File: src/rtl/shift_register.sv
// Parallel-in / serial-out shift register with serial fill and a remaining-bit counter.
// The serial output, contents and empty flag come straight from the state registers.
module shift_register #(
  parameter int unsigned WIDTH     = 8,
  parameter bit          MSB_FIRST = 1'b1
) (
  input  logic             clk,
  input  logic             resetq,
  input  logic             load,
  input  logic [WIDTH-1:0] in,
  input  logic             si,
  output logic             so,
  output logic [WIDTH-1:0] q,
  output logic             empty
);

  localparam int unsigned CW = $clog2(WIDTH + 1);

  logic [WIDTH-1:0] sr_q, sr_d;
  logic [CW-1:0]    cnt_q, cnt_d;

  // Load wins over shift; the counter saturates at zero while shifting continues.
  always_comb begin
    sr_d  = sr_q;
    cnt_d = cnt_q;
    if (load) begin
      sr_d  = in;
      cnt_d = CW'(WIDTH);
    end else begin
      if (MSB_FIRST) begin
        sr_d = {sr_q[WIDTH-2:0], si};
      end else begin
        sr_d = {si, sr_q[WIDTH-1:1]};
      end
      if (cnt_q != '0) begin
        cnt_d = cnt_q - CW'(1);
      end
    end
  end

  always_ff @(posedge clk or negedge resetq) begin
    if (!resetq) begin
      sr_q  <= '0;
      cnt_q <= '0;
    end else begin
      sr_q  <= sr_d;
      cnt_q <= cnt_d;
    end
  end

  assign so    = MSB_FIRST ? sr_q[WIDTH-1] : sr_q[0];
  assign q     = sr_q;
  assign empty = (cnt_q == '0);

endmodule

File: config.mk
export PLATFORM = sky130hd
export DESIGN_NAME = shift_register
export DESIGN_NICKNAME = d
export VERILOG_FILES = /design/src/rtl/shift_register.sv
export SDC_FILE = /design/constraint.sdc
export NUM_CORES = 1
export LEC_CHECK = 0
export BUFFER_PORTS_ARGS = -buffer_cell sky130_fd_sc_hd__buf_2
export CAP_MARGIN = 20
export CORE_MARGIN = 5
export CORE_UTILIZATION = 40
export CTS_BUF_LIST = sky130_fd_sc_hd__clkbuf_8
export DETAILED_ROUTE_END_ITERATION = 6
export GPL_ROUTABILITY_DRIVEN = 0
export PLACE_DENSITY = 0.82
export SYNTH_ARGS = -nofsm -noshare
export SYNTH_HDL_FRONTEND = slang
export SYNTH_SLANG_ARGS = --single-unit
File: constraint.sdc
create_clock -name clk -period 1.15 [get_ports clk]
set_input_delay 0 -clock clk [delete_from_list [all_inputs] [get_ports clk]]
set_output_delay 0 -clock clk [all_outputs]
set_load 0.02 [all_outputs]
# After elaboration in Yosys (flattened, before gate mapping)
# Index checks and enable logic that the tools add are counted.
op_classes:
  add_sub_neg: 1
  mul: 0
  n_div: 0
  n_lt_le_gt_ge: 0
  eq_ne: 0
  shifts: 0
  mux: 3
  bitwise_logic: 0
  reduce_logical: 3
ops:
  columns: ["cell", "count"]
  rows:
  - ["4-bit two-way mux", 2]
  - ["8-bit two-way mux", 1]
  - ["4-bit zero test", 1]
  - ["4-bit nonzero test", 1]
  - ["4-bit by 1-bit subtractor with 4-bit output (second input constant)", 1]
  - ["2-bit nonzero test", 1]
word_totals:
  register_bits: 12
  latch_bits: 0
  mem_bits_rw: 0
  mem_bits_ro: 0
  output_inout_bits: 10
  wordCells: 9
  n_memories: 0

# Logic depth before layout (Yosys ltp)
depth:
  depth_word: 3
  ltp_mapped: 5

# Worst setup path before layout
# No wires, ideal clock.
synth_path:
  path_type: "reg2reg"
  from: "register cnt_q[0]"
  to: "register cnt_q[1]"
  arrival_ps: 1277
  setup_slack_ps: -253
  stages_incl_launch_ff: 6
  path_buffers: 0
  period_less_slack_ps: 1403
  cell_sequence: "dfrtp_1 > inv_1 > ha_1 > nor3b_2 > or2_1 > a21oi_1"
synth_via:
  elab_chain_len: 3
  word_cells_on_any_way: 5
synth_lines:
  columns: ["item", "line_no", "source"]
  rows:
  - ["from (decl)", "20", "logic [CW-1:0] cnt_q, cnt_d;"]
  - ["from (signal assigned)", "47", "cnt_q <= cnt_d;"]
  - ["4-bit by 1-bit subtractor with 4-bit output", "36", "cnt_d = cnt_q - CW'(1);"]
  - ["4-bit two-way mux", "35", "if (cnt_q != '0) begin"]
  - ["4-bit two-way mux", "26", "if (load) begin"]
# Several ways; a longest one is shown, not always the timed one. The select of a mux whose other input is x is not followed.
# A chain may end at the register's enable or synchronous reset.

# Worst setup path after layout
layout_path:
  from: "register cnt_q[0]"
  to: "output empty"
layout_via:
  elab_chain_len: 1
layout_lines:
  columns: ["item", "line_no", "source"]
  rows:
  - ["4-bit zero test", "53", "assign empty = (cnt_q == '0);"]
  - ["to (decl)", "14", "output logic empty"]
# No other way between the ends.

==> metrics.yaml <==
outcome:
  status: "finished, violations left"
  violations: "setup timing"
sta:
  final.setup.worst_slack_ns: -0.122
  skew_ns: 0.00435
  rsz0062_at_grt: "true"
  fmax_mhz: 786
  setup_tns_ns: -0.329
  finalCriticalPeriod_ns: 1.27
  worst_pin_slew_ns: 0.254
  slew_viol_final: 0
  finalCritPeriodShare_pct: 111
  hold_viol: 0
  setup_viol: 5
  relSlewSlack_pct: 82.9
clocking:
  cts_htree_levels: 1
  cts_num_sinks: 12
  cts_buffer_depth: 2
  cts_tree: "yes"
  clkLatencyLatePin_ns: 0.23
  root_buffer: "clkbuf_8"
  clk_pin_slew_ns: 0.05
  cts_made_buffers: 3
route:
  viasPerCell: 4.71
  firstDrtPassIters: 2
  totalWireLength_microns: 1130
  routed-via-count: 424
  ant_nets: 0
  drc_errors: 0
  wl_per_cell_microns: 12.6
  drt_iter0_markers: 2
grt:
  grt.busiest_layer: "met2"
  grt_pass1_vias: 485
  grt_overflow: 0
  grt.met1_usage_pct: 13.1
  grtUsageMet3_pct: 3.95
  grt_max_degree: 13
  met2_usage_pct: 25.0
  grt_pass1_wl_microns: 1990
  grt_usage_pct: 13.7
  grt_antenna_before_repair: 0
floorplanning:
  die_area_sq_um: 2120
  num_rows: 13
  start_util_pct: 40.9
  die_y_microns: 46.0
  core_sq_um: 1270
  io_pins: 22
  fp.dieW_microns: 46.0
setup_path:
  arrival_ns: 1.27
  crit_fanout: 4
  critPathLaunchType: "register"
  endpoint_kind: "output pin"
  worstPathRequired_ns: 1.15
  startpoint: "cnt_q[0]"
  regToRegStartpoint: "cnt_q[1]"
  critPathKind: "reg -> out"
pwr:
  p_switching_mw: 0.542
  ir_worst_vdd_v: 0.000850
  p_int_mw: 1.17
  powerDensity_nw_per_um2: 2040
  leakagePower_nw: 0.390
  combPwrFrac_pct: 44.6
  sw_frac_of_total_pct: 31.7
  p_clk_share_pct: 21.4
  seq_power_share_pct: 34.1
cells_and_area:
  nets: 91
  stdcell_area_sq_um: 838
  layout_commonest_cell: "buf_2"
  final_cell_mix: "20 x buf_2, 12 x dfrtp_1, 8 x mux2_2, 8 x dlygate4sd3_1, 6 x buf_4"
  n_antenna_cell: 0
  area_delta_synth_final_pct: 61.4
  drive_above_1_share_pct: 58.7
  final_core_util_pct: 66.1
synthesis:
  syn-num-nets: 53
  synth_cell_types: 16
  avgSynthCellArea_sq_um: 13.3
  ys_warn_count: 0
  ys_seq_area_share_pct: 57.8
  ys_seq_elements: 12
  syn_area_sq_um: 519
  synth_cells: 39
hold_path:
  min-delay-start: "in[7]"
  hold_path.class: "in -> reg"
placed_design:
  dp_hpwl_microns: 751
  port_buffers: 21
  pre_cts_slack_ns: -0.0392
  placed_cell_area_sq_um: 657
job:
  drv_cap: 0
## repair_timing
item                                   CTS  global route
gates resized for setup                  3             1
pin swaps                                2             3
hold buffers                             8             0
setup endpoints to repair                3             4
endpoints found under the hold margin   18             0
buffers inserted                         4             1
## path summary, 6_finish.rpt
path                             to  slack (ns)  cells after the start
setup / recovery              empty       -0.12                      4
hold / removal                 q[7]       0.005                      2
setup reg to reg           cnt_q[3]       -0.07                      3
hold reg to reg                q[4]        0.50                      1
max in group asynchronous      q[3]        0.77                      2
min in group asynchronous  cnt_q[1]        0.17                      2
## power by group through the flow
stage | clock network (mW) | logic [mW] | registers, mW
after CTS | 0.383 | 0.707 | 0.584
after floorplan | 0 | 0.343 | 0.626
after global placement | 0 | 0.520 | 0.586
final | 0.366 | 0.763 | 0.583
after global routing | 0.412 | 0.843 | 0.596
after detailed placement | 0 | 0.536 | 0.592
## cells in the mapped netlist (all sizes together)
cell,instances,area [sq um]
a21oi,3,15.0
buf,2,12.5
dfrtp,12,300
ha,2,25.0
inv,2,7.51
mux2,8,90.1
nand2,1,3.75
nand2b,2,12.5
nand3b,1,7.51
nor2,1,3.75
nor3b,1,12.5
o31ai,1,7.51
or2,1,6.26
or3,1,6.26
xnor2,1,8.76
## stage by stage
stage	total power, mW	hold WS [ns]	std cells
floorplan	0.969	-0.296	39
global placement	1.11	-0.114	74
detailed placement	1.13	-0.106	74
CTS	1.67	0.000537	89
global route	1.85	0.00731	90
finish	1.71	0.00533	90
## layer usage
layer	routed length (microns)	vias up	part of all wire, %
li1	-	205	-
met1	424	200	38
met2	607	19	54
met3	99	0	8.8
met4	0	0	0
met5	0	-	0
## state kept, by name, indices dropped and copies added, names as in the netlist
register	cells
cnt_q	4
q	8
## critical path, cell delays in order (launching register included)
cell and delay [ns]:
dfrtp_1 0.39, inv_2 0.09, ha_4 0.13, nor3b_4 0.26, buf_6 0.16
## kinds of logic after synthesis
logic type               synth area share (%)
flip-flops                               57.8
multiplexers                             17.4
AND/OR/NAND/NOR                          10.1
AO/OA/AOI/OAI                            4.34
buffers and inverters                    3.86
adder cells (fa/ha/maj)                  4.82
XOR/XNOR                                 1.69
## final cells by class
type                       instances  area (sq um)
tap                               15          18.8
timing repair buffer              35           236
clock buffer                       3          41.3
inverter                           2          7.51
fill                              95           430
sequential                        12           300
multi-input combinational         23           234
Note: power is estimated with default switching activity, not from simulation.
